[config.mk]
export PLATFORM = sky130hd
export DESIGN_NAME = rb_arbiter_flat
export DESIGN_NICKNAME = d
export VERILOG_FILES = /design/src/rtl/rb_pkg.sv /design/src/rtl/rb_if.sv /design/src/rtl/rb_arbiter_rr_pick.sv /design/src/rtl/rb_arbiter.sv /design/src/flat_wrapper.sv
export SDC_FILE = /design/constraint.sdc
export NUM_CORES = 1
export LEC_CHECK = 0
export ABC_CLOCK_PERIOD_IN_PS = 2300
export CORE_ASPECT_RATIO = 1.1
export CORE_MARGIN = 3
export CORE_UTILIZATION = 46
export DETAILED_ROUTE_END_ITERATION = 10
export MAX_ROUTING_LAYER = met4
export PLACE_DENSITY = 0.77
export SYNTH_ARGS = -nofsm -noshare
export SYNTH_HDL_FRONTEND = slang
export SYNTH_SLANG_ARGS = --single-unit
[constraint.sdc]
create_clock -name clk -period 2.3 [get_ports clk]
set_input_delay 0.23 -clock clk [delete_from_list [all_inputs] [get_ports clk]]
set_output_delay 0.23 -clock clk [all_outputs]
set_load 0.02 [all_outputs]
[src/rtl/rb_pkg.sv]
// Shared types and helpers for the rb_* stream blocks.
package rb_pkg;

  typedef enum logic {
    IDLE = 1'b0,
    LOCK = 1'b1
  } arb_state_t;

  // Increment an index modulo n without producing values >= n.
  function automatic int wrap_inc(int i, int n);
    return (i + 1 >= n) ? 0 : i + 1;
  endfunction

endpackage

[src/rtl/rb_if.sv]
// Valid/ready stream link shared by the rb_* blocks.
// A beat transfers on a rising edge where valid && ready; once valid is high
// the master holds valid and data stable until that transfer happens.
interface rb_if #(
  parameter type data_t = logic
);
  logic  valid;
  logic  ready;
  data_t data;

  modport master (output valid, output data, input ready);
  modport slave  (input valid, input data, output ready);
endinterface

[src/rtl/rb_arbiter_rr_pick.sv]
// Combinational round-robin picker: first valid index at or after ptr, wrapping.
module rr_pick #(
  parameter int N  = 4,
  parameter int IW = $clog2(N)
) (
  input  logic [N-1:0]  valid,
  input  logic [IW-1:0] ptr,
  output logic [IW-1:0] grant,
  output logic          any
);

  function automatic logic [IW-1:0] rot(logic [IW-1:0] p, int k);
    int s;
    s = int'(p) + k;
    if (s >= N) s = s - N;
    return IW'(s);
  endfunction

  // Scan from farthest to nearest so the nearest valid index wins.
  always_comb begin
    grant = '0;
    any   = 1'b0;
    for (int k = N - 1; k >= 0; k--) begin
      if (valid[rot(ptr, k)]) begin
        grant = rot(ptr, k);
        any   = 1'b1;
      end
    end
  end

endmodule

[src/rtl/rb_arbiter.sv]
// N-way round-robin arbiter with burst locking and a single registered output stage.
module rb_arbiter
  import rb_pkg::*;
#(
  parameter type data_t = logic,
  parameter int  N      = 4,
  parameter int  BURST  = 4,
  parameter int  IW     = $clog2(N)
) (
  input  logic          clk,
  input  logic          rst_n,
  input  logic [N-1:0]  in_valid,
  output logic [N-1:0]  in_ready,
  input  data_t         in_data [N],
  rb_if.master          o_bus,
  output logic [IW-1:0] o_src,
  output logic          busy,
  output arb_state_t    dbg_state
);

  localparam int CW = $clog2(BURST + 1);

  arb_state_t    state_q, state_d;
  logic [IW-1:0] ptr_q, ptr_d;
  logic [IW-1:0] owner_q, owner_d;
  logic [CW-1:0] cnt_q, cnt_d;
  logic [IW-1:0] pick, sel;
  logic          pick_any, owner_live, load, accept;
  logic          out_valid_q;
  logic [IW-1:0] out_src_q;
  data_t         out_data_q;

  rr_pick #(.N(N), .IW(IW)) u_pick (
    .valid (in_valid),
    .ptr   (ptr_q),
    .grant (pick),
    .any   (pick_any)
  );

  assign owner_live = (state_q == LOCK) && in_valid[owner_q];
  assign sel        = owner_live ? owner_q : pick;
  assign load       = !out_valid_q || o_bus.ready;
  // rst_n gates accept so nothing is granted while reset is held.
  assign accept     = rst_n && load && (owner_live || pick_any);

  always_comb begin
    in_ready      = '0;
    in_ready[sel] = accept;
  end

  always_comb begin
    state_d = state_q;
    ptr_d   = ptr_q;
    owner_d = owner_q;
    cnt_d   = cnt_q;
    // Owner went idle: release first, a same-cycle grant to another requester
    // is then handled exactly like a grant from IDLE.
    if ((state_q == LOCK) && !owner_live) begin
      state_d = IDLE;
      ptr_d   = IW'(wrap_inc(int'(owner_q), N));
      cnt_d   = '0;
    end
    if (accept) begin
      if (owner_live) begin
        if (int'(cnt_q) + 1 >= BURST) begin
          state_d = IDLE;
          ptr_d   = IW'(wrap_inc(int'(owner_q), N));
          cnt_d   = '0;
        end else begin
          cnt_d = cnt_q + CW'(1);
        end
      end else if (BURST == 1) begin
        ptr_d = IW'(wrap_inc(int'(sel), N));
      end else begin
        state_d = LOCK;
        owner_d = sel;
        cnt_d   = CW'(1);
      end
    end
  end

  always_ff @(posedge clk or negedge rst_n) begin
    if (!rst_n) begin
      state_q     <= IDLE;
      ptr_q       <= '0;
      owner_q     <= '0;
      cnt_q       <= '0;
      out_valid_q <= 1'b0;
      out_src_q   <= '0;
    end else begin
      state_q <= state_d;
      ptr_q   <= ptr_d;
      owner_q <= owner_d;
      cnt_q   <= cnt_d;
      if (load) begin
        out_valid_q <= accept;
        if (accept) out_src_q <= sel;
      end
    end
  end

  // Payload needs no reset; valid qualifies it.
  always_ff @(posedge clk) begin
    if (accept) out_data_q <= in_data[sel];
  end

  assign o_bus.valid = out_valid_q;
  assign o_bus.data  = out_data_q;
  assign o_src       = out_src_q;
  assign busy        = (state_q == LOCK);
  assign dbg_state   = state_q;

endmodule
[src/flat_wrapper.sv]
// flat-port wrapper written by rule: the top's interface ports become plain ports
module rb_arbiter_flat import rb_pkg::*;
#(
  parameter type data_t = logic,
  parameter int  N      = 4,
  parameter int  BURST  = 4,
  parameter int  IW     = $clog2(N)
)
  (clk, rst_n, in_valid, in_ready, in_data, o_src, busy, dbg_state, o_bus_valid, o_bus_data, o_bus_ready);
  rb_if #(.data_t(data_t)) o_bus_i ();
  input  logic clk;
  input  logic rst_n;
  input  logic [N-1:0] in_valid;
  output logic [N-1:0] in_ready;
  input  data_t in_data[N];
  output logic [IW-1:0] o_src;
  output logic busy;
  output arb_state_t dbg_state;
  output wire logic [$bits(o_bus_i.valid)-1:0] o_bus_valid;
  output wire logic [$bits(o_bus_i.data)-1:0] o_bus_data;
  input wire logic [$bits(o_bus_i.ready)-1:0] o_bus_ready;
  assign o_bus_valid = o_bus_i.valid;
  assign o_bus_data = o_bus_i.data;
  assign o_bus_i.ready = o_bus_ready;
  rb_arbiter #(.data_t(data_t), .N(N), .BURST(BURST), .IW(IW)) u_core (.clk(clk), .rst_n(rst_n), .in_valid(in_valid), .in_ready(in_ready), .in_data(in_data), .o_bus(o_bus_i), .o_src(o_src), .busy(busy), .dbg_state(dbg_state));
endmodule
=== Word level (Yosys, flattened, before mapping) ===
Index checks and enable logic that the tools add are counted.

* Logic and storage cells: 87
* Bits of input ports: 11
* Bits in registers: 12

* $add $sub $neg: 10
* Bitwise operators: 3
* Magnitude comparators: 14
* Mux-type cells: 41
* Reduce and logical (&&, ||, !) cells: 12

{| class="wikitable"
|+ Operators by type and width
! operator !! count
|-
| greater-or-equal comparator 32 x 4 -> 1 bit, second input constant || 1
|-
| 2-to-1 mux 2 bit || 14
|-
| less-than comparator 2 x 3 -> 1 bit, second input constant || 6
|-
| 2-to-1 mux 1 bit || 16
|-
| greater-or-equal comparator 3 bit, second input constant || 5
|-
| binary-select mux 1 bit (select 2 bit) || 6
|-
| 2-to-1 mux 3 bit || 4
|-
| subtractor 2 x 1 -> 2 bit, second input constant || 4
|-
| adder 2 x 1 -> 3 bit, second input constant || 2
|-
| adder 2 x 2 -> 3 bit, second input constant || 2
|-
| logical AND 1 bit || 5
|-
| adder 3 x 1 -> 4 bit, second input constant || 1
|-
| bitwise AND 4 bit || 1
|-
| AND reduction 2 bit || 2
|-
| adder 3 x 1 -> 3 bit, second input constant || 1
|-
| greater-or-equal comparator 2 x 3 -> 1 bit, second input constant || 1
|-
| NOT 2 -> 3 bit || 1
|-
| demux 1 bit (select 2 bit) || 1
|-
| greater-or-equal comparator 2 x 1 -> 1 bit, second input constant || 1
|-
| zero test 1 bit || 2
|-
| logical OR 1 bit || 2
|-
| nonzero test 2 bit || 1
|-
| NOT 1 bit || 1
|}

=== Logic depth before layout (Yosys ltp) ===
Gate-level depths: netlist of the first run.

* Word-level depth: 15
* Gate-level depth with buffers: 6

=== Hierarchy ===
A second synthesis of the first run with hierarchy kept.

* Cells, all modules: 87
* Area total of the unflattened synthesis: 813.3 um^2

{| class="wikitable"
|+ By module, submodules not included
! module !! cells an instance !! seq. area each (um^2) !! times used !! area each (um^2)
|-
| rb_arbiter || 74 || 305.3 || 1 || 735.7
|-
| rr_pick || 13 || 0.0 || 1 || 77.6
|}

=== Least setup slack after synthesis of the first run ===
Ideal clock, no wire load.

* Path type: register -> output
* Start point: register u_core.owner_q[0]
* End point: output in_ready[2]
* Path buffers: 0
* Arrival: 1865 ps
* Stages on the path, launching flop included: 6
* Path slack: 205 ps
* Path through: dfrtp_1 -> mux2i_1 -> nor3b_4 -> nor2_4 -> mux2i_4 -> nor3b_1

* Longest elaborated chain between the ends: 9
* Elaborated cells between the ends (all ways): 12
* Those cells by class: 2 x order compare; 5 x mux; 1 x bitwise; 4 x reduce/logical

{| class="wikitable"
|+ Ends and longest elaborated chain
! element !! RTL line !! text
|-
| from (decl) || rb_arbiter.sv:25 || <nowiki>logic [IW-1:0] owner_q, owner_d;</nowiki>
|-
| from (signal assigned) || rb_arbiter.sv:93 || <nowiki>owner_q <= owner_d;</nowiki>
|-
| binary-select mux 1 bit (select 2 bit) || rb_arbiter.sv:40 || <nowiki>assign owner_live = (state_q == LOCK) && in_valid[owner_q];</nowiki>
|-
| 2-to-1 mux 1 bit (not written as such) || rb_arbiter.sv:40 ||
|-
| logical AND 1 bit || rb_arbiter.sv:40 ||
|-
| 2-to-1 mux 2 bit || rb_arbiter.sv:41 || <nowiki>assign sel = owner_live ? owner_q : pick;</nowiki>
|-
| less-than comparator 2 x 3 -> 1 bit (not written as such) / greater-or-equal comparator 2 x 1 -> 1 bit (equally long branches) || rb_arbiter.sv:48 || <nowiki>in_ready[sel] = accept;</nowiki>
|-
| logical AND 1 bit (not written as such) || rb_arbiter.sv:48 ||
|-
| 2-to-1 mux 1 bit (not written as such) || rb_arbiter.sv:48 ||
|-
| demux 1 bit (select 2 bit) || - ||
|-
| bitwise AND 4 bit (no source line) * || - ||
|-
| to (decl) || flat_wrapper.sv:14 || <nowiki>output logic [N-1:0] in_ready;</nowiki>
|}

Every way passes the cells marked *; elsewhere a longest branch is shown, timed or not. The select of a mux whose other input is x is not followed.

=== Final worst setup path of the first run ===
* Start point: register u_core.ptr_q[1]
* End point: output in_ready[1]

* Longest elaborated chain between the ends: 15
* Elaborated cells between the ends (all ways): 40
* Those cells by class: 7 x add/sub; 6 x order compare; 23 x mux; 1 x bitwise; 3 x reduce/logical

{| class="wikitable"
|+ Ends and longest elaborated chain
! element !! RTL line !! text
|-
| from (decl) || rb_arbiter.sv:24 || <nowiki>logic [IW-1:0] ptr_q, ptr_d;</nowiki>
|-
| from (signal assigned) || rb_arbiter.sv:92 || <nowiki>ptr_q <= ptr_d;</nowiki>
|-
| adder 2 x 2 -> 3 bit || rb_arbiter_rr_pick.sv:14 || <nowiki>s = int'(p) + k;</nowiki>
|-
| greater-or-equal comparator 3 bit / subtractor 2 x 1 -> 2 bit (equally long branches) || rb_arbiter_rr_pick.sv:15 || <nowiki>if (s >= N) s = s - N;</nowiki>
|-
| 2-to-1 mux 2 bit || rb_arbiter_rr_pick.sv:15 ||
|-
| binary-select mux 1 bit (select 2 bit) || rb_arbiter_rr_pick.sv:24 || <nowiki>if (valid[rot(ptr, k)]) begin</nowiki>
|-
| 2-to-1 mux 1 bit (not written as such) || rb_arbiter_rr_pick.sv:24 ||
|-
| 2-to-1 mux 2 bit (4 in series) || rb_arbiter_rr_pick.sv:24 ||
|-
| 2-to-1 mux 2 bit || rb_arbiter.sv:41 ||
|-
| less-than comparator 2 x 3 -> 1 bit (not written as such) / greater-or-equal comparator 2 x 1 -> 1 bit (equally long branches) || rb_arbiter.sv:48 ||
|-
| logical AND 1 bit (not written as such) || rb_arbiter.sv:48 ||
|-
| 2-to-1 mux 1 bit (not written as such) || rb_arbiter.sv:48 ||
|-
| demux 1 bit (select 2 bit) || - ||
|-
| bitwise AND 4 bit (no source line) * || - ||
|}

Marked as above.

==> out/qor.txt, run 1 <==
num rows = 14
hold-fix buffers at CTS = 0
# DRC = 0
maximum clock rate = 0.462 GHz
Lkg Pwr = 0.508 nW
Buffers on Ports = 20
final core utilization = 0.760
maximum root-to-sink buffer count = 2
WL/cell = 13.5 um
Top Ports = 21
final std cells w/o fill = 128
total track usage = 0.196
Antenna Cells = 0
# setup viols final = 0
Worst EP arrival = 1.93 ns
Mean Syn Cell Area = 9.98 um^2
fill count = 103
power density over the cells = 1160 nW/um^2
Max-Cap Viols = 0
FF-to-FF setup slack = 0.22 ns
distinct cell type count after synthesis = 28
register bit total from synthesis = 12
critical path endpoint category = primary output
Die ar. = 2150 um^2
Routability Congestion = 0.822
final instance area = 1100 um^2
Final period util = 0.940
Setup Skew = 0.00723 ns
pre-CTS WS = -0.365 ns
First-pass DRT Iterations = 4
clock-pin slew on the worst setup and hold paths = 0.08 ns
Starting Density = 0.515
Area after DPL = 1070 um^2
Cells after Synth = 75
placed cell count = 124
Worst R2R Start = u_core.owner_q[0]
async set-reset flop share out of synthesis = 0.917
WL final = 1730 um
WP data required = 2.07 ns
maximum VDD drop = 752 uV
R2R Path End = u_core.o_bus.data
post-synthesis sequential area ratio = 0.408
crit path kind = register to primary output
synthesis-to-finish area growth = 47.7%
Setup Fix Bufs, Post-CTS = 0
Die H = 48.3 um
number of synthesized flops with an enable pin = 1
post-route ant nets = 0
area of the core = 1450 um^2
vias per cell = 5.46
DP HPWL = 1370 um
yosys synthesis warning count = 0
setup ws final = 0.137 ns
Chip Width = 44.5 um
grt total ovfl = 0
Nets = 126
Max-slew headroom = 0.725
# clock sinks = 12
Initial DRC Count = 11
Hold Path Class = input pin to async pin
Final Critical Period = 2.16 ns
status = completed
Slowest-stage cell, CP = dfrtp_1
Crit path max-delay family = compound AO/OA/AOI/OAI gates
Root Driver = clkbuf_4
TritonCTS Buffers = 3
CTS tree = built
share of cells above drive strength 1 = 0.330
Buffers & Inverters on Critical Path = 1
startpoint type of the worst setup path = register
CP max stage delay = 0.45 ns
H-tree depth = 1
unrepaired setup endpoints after global routing = no
total via count in the routed design = 699
final hold vios = 0
Synth Cell Area = 748 um^2
Worst Max-Slew Pin Slew = 0.409 ns
first-pass GRT wire length = 3020 um
max-slew violations = 0
syn_nets = 88
worst-path fanout max = 6
Worst Hold Slack = 0.273 ns
dominant synthesized flop cell = dfrtp_1
largest net degree at the start of global routing = 13
clk_lat worst skew = 0.28 ns
Reg2Reg Depth = 6
CP cell instances = a21oi_1 -> o21ai_0 -> o2bb2a_1 -> a21oi_2 -> nor3b_1 -> clkdlybuf4s15_2
antenna violations before repair = 0
vias in the first global route = 714
[sequential cells by signal (all words and copies together), names as in the netlist]
signal	flops
u_core.o_bus.data	1
u_core.owner_q	2
u_core.ptr_q	2
u_core.o_src	2
u_core.busy	1
u_core.cnt_q	3
u_core.o_bus.valid	1
[worst max-delay path by stage]
stage,start,to,cells past startpoint,slack (ns)
final,u_core.ptr_q[1],in_ready[1],6,0.14
after global routing,u_core.ptr_q[1],in_ready[1],6,0.03
after CTS,u_core.owner_q[0],in_ready[2],6,0.0006
after detailed placement,in_valid[0],in_ready[3],8,-0.37
after global placement,in_valid[1],in_ready[2],7,-0.28
after floorplan,u_core.owner_q[0],in_ready[2],5,0.21
[power breakdown]
part           total [W]  switching (W)  internal, W  leakage, nW
Clock           0.000141      0.0000734    0.0000673       0.0150
Sequential      0.000403      0.0000982     0.000304        0.142
Combinational   0.000743       0.000342     0.000402        0.351
[worst register-to-register path, delay by kind of cell (launching register included)]
kind	cells	cell delay, ns
simple gates	2	0.22
buf+inv	1	0.15
mux	3	1.05
flops	1	0.41
[cells by family after synthesis]
logic type,share of synthesized area
simple gates,0.224
compound gates,0.124
flops,0.408
mux,0.176
buf+inv,0.0351
fa+ha+maj,0.0334
[per-stage QoR]
stage | TNS (ns) | total power, W
2_1_floorplan | 0 | 0.000838
3_3_place_gp | -1.19 | 0.00111
3_5_place_dp | -1.45 | 0.00114
4_1_cts | 0 | 0.00129
5_1_grt | 0 | 0.00138
6_report | 0 | 0.00129
[cells in the final DEF (no fill, tap or decap), types with 2 or more instances in the layout]
| cell | instances |
|---|---|
| dfrtp_1 | 10 |
| ha_1 | 2 |
| nor3_1 | 3 |
| o21ai_1 | 2 |
| a21oi_1 | 7 |
| mux2_2 | 5 |
| nor3b_1 | 3 |
| nand2_1 | 8 |
| mux2i_2 | 2 |
| inv_1 | 4 |
| o21ai_0 | 3 |
| dlymetal6s2s_1 | 2 |
| and3_1 | 3 |
| clkbuf_4 | 3 |
| nor2_1 | 4 |
| clkdlybuf4s50_1 | 14 |
| clkbuf_2 | 3 |
| buf_4 | 15 |
[metal layers]
layer / vias up / wire length (um) / track usage
li1: 344 / - / -
met1: 327 / 729 / 0.230
met2: 22 / 864 / 0.284
met3: 6 / 96 / 0.0593
met4: 0 / 38 / 0.126
met5: - / 0 / -
[synthesized netlist by cell type, drive strengths merged, types with 2 or more instances]
cell	number	area (um^2)
a21oi	8	40.0
mux2	5	56.3
mux2i	4	52.6
nor2	6	32.5
o21ai	5	25.0
nor3	4	20.0
and3	3	18.8
nor3b	4	41.3
ha	2	25.0
dfrtp	11	275
nand2	8	30.0
inv	4	15.0
[area by class of cell]
| cell class | count | area, um^2 | area share |
|---|---|---|---|
| clock buffer | 4 | 26.3 | 0.0238 |
| inverter | 4 | 15.0 | 0.0136 |
| multi-input combinational | 57 | 433 | 0.392 |
| sequential | 12 | 307 | 0.277 |
| tap | 16 | 20.0 | 0.0181 |
| timing repair buffer | 35 | 304 | 0.275 |
[repair_timing]
item | 4_1_cts | 5_1_grt
resized for setup | 12 | 10
pin swaps | 0 | 1
endpoints found under the setup margin | 4 | 4
No activity file was read; power rests on OpenSTA's default activity.
==> run 2, diff against run 1 <==
--- a/config.mk
+++ b/config.mk
@@ -12,6 +12,7 @@
 export DETAILED_ROUTE_END_ITERATION = 10
 export MAX_ROUTING_LAYER = met4
 export PLACE_DENSITY = 0.77
+export SKIP_LAST_GASP = 1
 export SYNTH_ARGS = -nofsm -noshare
 export SYNTH_HDL_FRONTEND = slang
 export SYNTH_SLANG_ARGS = --single-unit
==> results of run 2 <==
The final DEF is identical to that of run 1; final timing and power are the same.
